--- src/rtl/bist_mem_pkg.sv ---
// Shared constants and FSM encoding for the BIST memory responder.
// Optional fault injection in the top level is enabled by BIST_MEM_FAULT_INJECT_EN.
package bist_mem_pkg;

  localparam int unsigned ADDR_W_DEF = 5;
  localparam int unsigned DATA_W_DEF = 8;
  localparam int unsigned DEPTH_DEF  = 32;
  localparam int unsigned RD_LAT_DEF = 1;

  localparam int unsigned RD_LAT_MIN = 1;
  localparam int unsigned RD_LAT_MAX = 2;

  typedef logic [1:0] state_t;

  localparam state_t ST_IDLE  = 2'd0;
  localparam state_t ST_CLEAR = 2'd1;
  localparam state_t ST_GUARD = 2'd2;

  function automatic bit rd_lat_legal(input int unsigned lat);
    return (lat >= RD_LAT_MIN) && (lat <= RD_LAT_MAX);
  endfunction

endpackage

--- src/rtl/bist_mem_array.sv ---
// Storage array: one write port, one combinational read port, no reset.
// Reads see the pre-edge contents, so a same-cycle read/write returns the old word.
module bist_mem_array #(
  parameter int unsigned ADDR_W = 5,
  parameter int unsigned DATA_W = 8,
  parameter int unsigned DEPTH  = 32
) (
  input  logic              i_clk,
  input  logic              i_we,
  input  logic [ADDR_W-1:0] i_waddr,
  input  logic [DATA_W-1:0] i_wdata,
  input  logic [ADDR_W-1:0] i_raddr,
  output logic [DATA_W-1:0] o_rdata
);

  logic [DATA_W-1:0] r_mem [DEPTH];

  always_ff @(posedge i_clk) begin
    if (i_we) begin
      r_mem[i_waddr] <= i_wdata;
    end
  end

  assign o_rdata = r_mem[i_raddr];

endmodule

--- src/rtl/bist_mem_responder.sv ---
// Memory-side responder for the BIST controller: port mux, clear sweep, ownership guard,
// registered read pipeline. Define BIST_MEM_FAULT_INJECT_EN to add stuck-at read forcing.
module bist_mem_responder
  import bist_mem_pkg::*;
#(
  parameter int unsigned ADDR_W = ADDR_W_DEF,
  parameter int unsigned DATA_W = DATA_W_DEF,
  parameter int unsigned DEPTH  = DEPTH_DEF,
  parameter int unsigned RD_LAT = RD_LAT_DEF
) (
  input  logic                       i_clk,
  input  logic                       i_reset_n,
  input  logic                       i_bist_en,
  input  logic                       i_init_req,
  input  logic                       i_func_write_en,
  input  logic [ADDR_W-1:0]          i_func_write_addr,
  input  logic [DATA_W-1:0]          i_func_data_in,
  input  logic                       i_func_read_en,
  input  logic [ADDR_W-1:0]          i_func_read_addr,
  input  logic                       i_bistwrite_en_in,
  input  logic [ADDR_W-1:0]          i_bistwrite_addr_in,
  input  logic [DATA_W-1:0]          i_bistd_in,
  input  logic                       i_bistread_en_in,
  input  logic [ADDR_W-1:0]          i_bistread_addr_in,
`ifdef BIST_MEM_FAULT_INJECT_EN
  input  logic                       i_fault_en,
  input  logic [ADDR_W-1:0]          i_fault_addr,
  input  logic [$clog2(DATA_W)-1:0]  i_fault_bit,
  input  logic                       i_fault_val,
`endif
  output logic [DATA_W-1:0]          o_data_out,
  output logic                       o_data_valid,
  output logic                       o_busy,
  output logic                       o_oob_err
);

  // Out-of-range latency values fall back to a single pipeline stage.
  localparam bit LAT2 = rd_lat_legal(RD_LAT) && (RD_LAT == RD_LAT_MAX);
  localparam logic [ADDR_W-1:0] LAST_ADDR = ADDR_W'(DEPTH - 1);

  state_t            r_state, w_state_nxt;
  logic [ADDR_W-1:0] r_clr_cnt, w_clr_cnt_nxt;
  logic              r_bist_en_q, w_bist_en_nxt;
  logic              r_oob_err;
  logic              r_data_valid;
  logic [DATA_W-1:0] r_data_out;

  logic              w_idle, w_clear;
  logic              w_port_we, w_port_re;
  logic [ADDR_W-1:0] w_port_waddr, w_port_raddr;
  logic [DATA_W-1:0] w_port_wdata;
  logic              w_wr_acc, w_rd_acc;
  logic              w_waddr_ok, w_raddr_ok;

  logic              w_arr_we;
  logic [ADDR_W-1:0] w_arr_waddr;
  logic [DATA_W-1:0] w_arr_wdata;
  logic [DATA_W-1:0] w_arr_rdata;
  logic [DATA_W-1:0] w_arr_word;
  logic [DATA_W-1:0] w_rd_data;

  logic              w_out_vld;
  logic [DATA_W-1:0] w_out_data;

  assign w_idle  = (r_state == ST_IDLE);
  assign w_clear = (r_state == ST_CLEAR);

  always_comb begin
    w_port_we    = 1'b0;
    w_port_waddr = '0;
    w_port_wdata = '0;
    w_port_re    = 1'b0;
    w_port_raddr = '0;
    if (r_bist_en_q) begin
      w_port_we    = i_bistwrite_en_in;
      w_port_waddr = i_bistwrite_addr_in;
      w_port_wdata = i_bistd_in;
      w_port_re    = i_bistread_en_in;
      w_port_raddr = i_bistread_addr_in;
    end else begin
      w_port_we    = i_func_write_en;
      w_port_waddr = i_func_write_addr;
      w_port_wdata = i_func_data_in;
      w_port_re    = i_func_read_en;
      w_port_raddr = i_func_read_addr;
    end
  end

  assign w_wr_acc   = w_idle & w_port_we;
  assign w_rd_acc   = w_idle & w_port_re;
  assign w_waddr_ok = (32'(w_port_waddr) < DEPTH);
  assign w_raddr_ok = (32'(w_port_raddr) < DEPTH);

  always_comb begin
    w_state_nxt   = r_state;
    w_clr_cnt_nxt = r_clr_cnt;
    w_bist_en_nxt = r_bist_en_q;
    unique case (r_state)
      ST_IDLE: begin
        // Clear wins over an ownership change; the GUARD after CLEAR absorbs it.
        if (i_init_req) begin
          w_state_nxt   = ST_CLEAR;
          w_clr_cnt_nxt = '0;
        end else if (i_bist_en != r_bist_en_q) begin
          w_state_nxt = ST_GUARD;
        end
      end
      ST_CLEAR: begin
        if (r_clr_cnt == LAST_ADDR) begin
          w_state_nxt   = ST_GUARD;
          w_clr_cnt_nxt = '0;
        end else begin
          w_clr_cnt_nxt = r_clr_cnt + 1'b1;
        end
      end
      ST_GUARD: begin
        w_bist_en_nxt = i_bist_en;
        w_state_nxt   = ST_IDLE;
      end
      default: w_state_nxt = ST_IDLE;
    endcase
  end

  always_ff @(posedge i_clk or negedge i_reset_n) begin
    if (!i_reset_n) begin
      r_state     <= ST_IDLE;
      r_clr_cnt   <= '0;
      r_bist_en_q <= 1'b0;
      r_oob_err   <= 1'b0;
    end else begin
      r_state     <= w_state_nxt;
      r_clr_cnt   <= w_clr_cnt_nxt;
      r_bist_en_q <= w_bist_en_nxt;
      r_oob_err   <= r_oob_err | (w_wr_acc & ~w_waddr_ok) | (w_rd_acc & ~w_raddr_ok);
    end
  end

  assign w_arr_we    = w_clear | (w_wr_acc & w_waddr_ok);
  assign w_arr_waddr = w_clear ? r_clr_cnt : w_port_waddr;
  assign w_arr_wdata = w_clear ? '0 : w_port_wdata;

  bist_mem_array #(
    .ADDR_W (ADDR_W),
    .DATA_W (DATA_W),
    .DEPTH  (DEPTH)
  ) u_array (
    .i_clk   (i_clk),
    .i_we    (w_arr_we),
    .i_waddr (w_arr_waddr),
    .i_wdata (w_arr_wdata),
    .i_raddr (w_port_raddr),
    .o_rdata (w_arr_rdata)
  );

`ifdef BIST_MEM_FAULT_INJECT_EN
  always_comb begin
    w_arr_word = w_arr_rdata;
    if (i_fault_en && (i_fault_addr == w_port_raddr)) begin
      w_arr_word[i_fault_bit] = i_fault_val;
    end
  end
`else
  assign w_arr_word = w_arr_rdata;
`endif

  assign w_rd_data = w_raddr_ok ? w_arr_word : '0;

  if (LAT2) begin : g_lat2
    logic              r_p1_vld;
    logic [DATA_W-1:0] r_p1_data;

    always_ff @(posedge i_clk or negedge i_reset_n) begin
      if (!i_reset_n) begin
        r_p1_vld  <= 1'b0;
        r_p1_data <= '0;
      end else begin
        r_p1_vld <= w_rd_acc;
        if (w_rd_acc) begin
          r_p1_data <= w_rd_data;
        end
      end
    end

    assign w_out_vld  = r_p1_vld;
    assign w_out_data = r_p1_data;
  end else begin : g_lat1
    assign w_out_vld  = w_rd_acc;
    assign w_out_data = w_rd_data;
  end

  // data_out only moves with a valid strobe so it holds between reads.
  always_ff @(posedge i_clk or negedge i_reset_n) begin
    if (!i_reset_n) begin
      r_data_valid <= 1'b0;
      r_data_out   <= '0;
    end else begin
      r_data_valid <= w_out_vld;
      if (w_out_vld) begin
        r_data_out <= w_out_data;
      end
    end
  end

  assign o_data_out   = r_data_out;
  assign o_data_valid = r_data_valid;
  assign o_busy       = ~w_idle;
  assign o_oob_err    = r_oob_err;

endmodule
--- config.mk ---
export PLATFORM = sky130hd
export DESIGN_NAME = bist_mem_responder
export DESIGN_NICKNAME = d
export VERILOG_FILES = /design/src/rtl/bist_mem_pkg.sv /design/src/rtl/bist_mem_array.sv /design/src/rtl/bist_mem_responder.sv
export SDC_FILE = /design/constraint.sdc
export NUM_CORES = 1
export LEC_CHECK = 0
export BUFFER_PORTS_ARGS = -buffer_cell sky130_fd_sc_hd__buf_4
export CAP_MARGIN = 10
export CORE_ASPECT_RATIO = 1.75
export CORE_MARGIN = 5
export CORE_UTILIZATION = 45
export CTS_CLUSTER_DIAMETER = 150
export CTS_CLUSTER_SIZE = 30
export DETAILED_ROUTE_END_ITERATION = 6
export GPL_ROUTABILITY_DRIVEN = 0
export PLACE_DENSITY = 0.73
export RECOVER_POWER = 25
export SKIP_CTS_REPAIR_TIMING = 1
export SLEW_MARGIN = 25
export SYNTH_ARGS = -nofsm -noshare
export SYNTH_HDL_FRONTEND = slang
export SYNTH_SLANG_ARGS = --single-unit
--- constraint.sdc ---
create_clock -name i_clk -period 2.7 [get_ports i_clk]
set_clock_uncertainty 0.15 [all_clocks]
set_input_delay 0.27 -clock i_clk [delete_from_list [all_inputs] [get_ports i_clk]]
set_output_delay 0.27 -clock i_clk [all_outputs]
set_load 0.03 [all_outputs]
==> impl_metrics.tcl <==
set metrics [dict create \
    root_buffer "clkbuf_16" \
    status "complete, no violations" \
    dr.first_iter.drc_count 753 \
    dp_hpwl_um 22400 \
    crit_fanout 48 \
    drive_above_1_share_pct 14.6 \
    synth_top_area_share_pct 60.3 \
    grt_max_degree 51 \
    row_count 81 \
    synth_top_family_by_area "compound AO/OA/AOI/OAI gates" \
    slew_violations 0 \
    ys_top_cells_by_count "256 x edfxtp_1, 162 x nand2b_1, 119 x nor2_1" \
    synth_ff_type "edfxtp_1" \
    internal_power_w 0.00849 \
    cts_max_level 1 \
    required_ns 2.92 \
    cts_buffers 13 \
    hold_class "in2reg" \
    p_seq_share_pct 46.3 \
    crit_start "r_bist_en_q" \
    io_pins 55 \
    grt_pass1_vias 9141 \
    port_buffers 53 \
    cts_tree "built" \
    drc_errors 0 \
    crit_path_start_kind "register" \
    synth-xor-area-share_pct 0.0687 \
    fmax_mhz 374 \
    synth_compound_area_share_pct 16.5 \
    synth_cells 1042 \
    rsz0062_at_grt "yes" \
    finalSetupTns_ns 0 \
    multiInputGateArea_mm2 0.00434 \
    antenna_found_initial 0 \
    synth-seq-cells 273 \
    die_h_um 233 \
    vdd_ir_drop_max_v 0.000886 \
    worstSetupEndpointType "register" \
    n_antenna_cell 0 \
    hold_viol_final 0 \
    fin_crit_ns 2.67 \
    core_area_mm2 0.0280 \
    synth_edf_count 256 \
    combinationalPowerShare_pct 37.5 \
    yosysWarnings 0 \
    grt_usage_pct 21.0 \
    synth_adder_area_share_pct 0.196 \
    clkTransAtPathRegs_ns 0.11 \
    slew_headroom_pct 22.5 \
    wl_per_cell_um 22.7 \
    crit_path_end "o_data_out[6]" \
    num_vias 9095 \
    finalSetupViolations 0 \
    final_nets 1168 \
    use_met3_pct 1.73 \
    fin_crit_sh_pct 98.9 \
    clk_latency_ns 0.48 \
    leakage_nw 4.87 \
    ant_nets 0 \
    synth_area_leaders "edfxtp_1 60%, nand2b_1 7.9%, a22oi_1 4.7%, nor2_1 3.5%, dfrtp_1 3.3%" \
    r2r-start "r_bist_en_q" \
    synth-seq-area-share_pct 63.6 \
    avgViaCountPerCell 6.06 \
    synth.area.mux_share_pct 1.73 \
    cts_sinks 273 \
    p_sw_share_pct 36.8 \
    finish.utilization_pct 51.3 \
    die_x_um 137 \
    r2r_cells 9 \
    tightestPinTransition_ns 1.16 \
    cp.arrival_ns 2.90 \
    met1_usage_pct 23.8 \
    regArea_mm2 0.00811 \
    synth_nets 1088 \
    p_clk_share_pct 16.3 \
    maxCapViolations 0 \
    synth.distinct_cells 52 \
    yosysMostFrequentCell "edfxtp_1" \
    grt_pass1_wl_um 51300 \
    async_reset_ff_share_pct 6.23 \
    fillers 2415 \
    syn_area_mm2 0.0127 \
    floorplan.initialDensity_pct 45.6 \
    dieArea_mm2 0.0319 \
    met2_usage_pct 39.1 \
    worstSetupPathType "reg2reg" \
    globalRoute.totalOverflow 0 \
    switching_power_w 0.00495 \
    cts_buffer_depth 3 \
    yosysTopAreaCell "edfxtp_1" \
    wl_um 34000 \
    timing.rr.end "o_data_out[6]" \
    grt.busiest_layer "met2" \
    p_per_area_mw_per_mm2 936 \
    syn_area_per_cell_um2 12.2 \
    reg2reg_slack_ns 0.03 \
    drt-pass1-iter-count 5 \
    synth-simple-area-share_pct 14.7 \
    synthToLayoutAreaGrowth_pct 12.6 \
]
[power by group through the flow]
stage / logic (W) / registers [W] / clock network (W)
floorplan: 0.00290 / 0.00625 / 0
finish: 0.00504 / 0.00622 / 0.00219
CTS: 0.00500 / 0.00619 / 0.00222
detailed placement: 0.00498 / 0.00629 / 0
global route: 0.00542 / 0.00626 / 0.00236
global placement: 0.00488 / 0.00627 / 0
[placed cells by master (no fill, tap or decap), drive strengths merged, types with 2 or more instances in the layout]
cell type    synthesis  layout
nand3                5       5
o21bai              11      11
buf                 33     109
or2                  2       2
nor3                19      19
o22ai               41      41
inv                 21      21
dfrtp               17      17
a21oi               57      57
o2111ai              9       9
and2                 2       2
nor2b                6       6
mux2                 3       3
o41ai                9       9
and3b                8       8
o311a                7       7
nand2b             162     162
ha                   2       2
nand2               16      16
o221ai              23      23
mux2i               17      18
dlygate4sd3          0       2
o21ai               43      43
a22oi               79      79
nor2               119     119
clkbuf              32      37
edfxtp             256     256
nor4                10      10
a22o                19      19
[how the worst min path moves through the flow]
stage               slack, ns        from            end  cells after the start
floorplan               -0.18   i_reset_n  o_data_out[0]                      0
global placement         0.01   i_reset_n    r_bist_en_q                      1
detailed placement       0.02   i_reset_n    r_bist_en_q                      1
CTS                     -0.51   i_reset_n    r_bist_en_q                      1
global route             0.10  i_init_req     r_state[1]                      4
finish                   0.06  i_init_req     r_state[1]                      4
[worst max-delay path, stage by stage, from the launching register on]
cell	delay (ns)
dfrtp_2	0.47
buf_4	0.23
nor2b_4	0.19
buf_12	0.27
a22oi_1	0.16
o221ai_1	0.23
o22ai_1	0.10
nor4_1	0.51
buf_4	0.20
nor3_1	0.04
[area by class of cell]
type / instances / area share, %
Sequential cell: 273 / 56.5
Multi-Input combinational cell: 684 / 30.2
Timing Repair Buffer: 129 / 6.83
Tap cell: 373 / 3.25
Clock buffer: 19 / 2.42
Inverter: 21 / 0.549
Clock inverter: 1 / 0.209
[logic make-up after synthesis]
family | count (synthesis)
and+or+nand+nor | 353
DFF | 273
xor gates and xnor gates | 1
other | 1
buffers and inverters | 86
AOI/OAI and AO/OA | 306
muxes | 20
adders and majority gates | 2
[per-stage QoR]
stage | cell area, um^2 | std cells | worst slack [ns] | power (W) | hold WS (ns)
after global routing | 14400 | 1500 | -0.0595 | 0.0140 | 0.103
after floorplan | 12700 | 1042 | 0.214 | 0.00915 | -0.176
after CTS | 14300 | 1494 | -0.207 | 0.0134 | -0.508
after global placement | 13900 | 1474 | -0.135 | 0.0112 | 0.0146
final | 14400 | 1500 | 0.0284 | 0.0134 | 0.0551
after detailed placement | 13900 | 1474 | -0.188 | 0.0113 | 0.0154
[layer usage]
| layer | wire, um | up-vias |
|---|---|---|
| li1 | - | 4108 |
| met1 | 12000 | 4529 |
| met2 | 18600 | 375 |
| met3 | 1830 | 83 |
| met4 | 1570 | 0 |
| met5 | 0 | - |
[sequential cells by signal, summed over array words and instances (netlist names)]
register,flops
r_bist_en_q,1
r_clr_cnt,5
o_data_out,8
r_state,2
o_data_valid,1
u_array.r_mem,256
(Power assumes the default switching activity.)
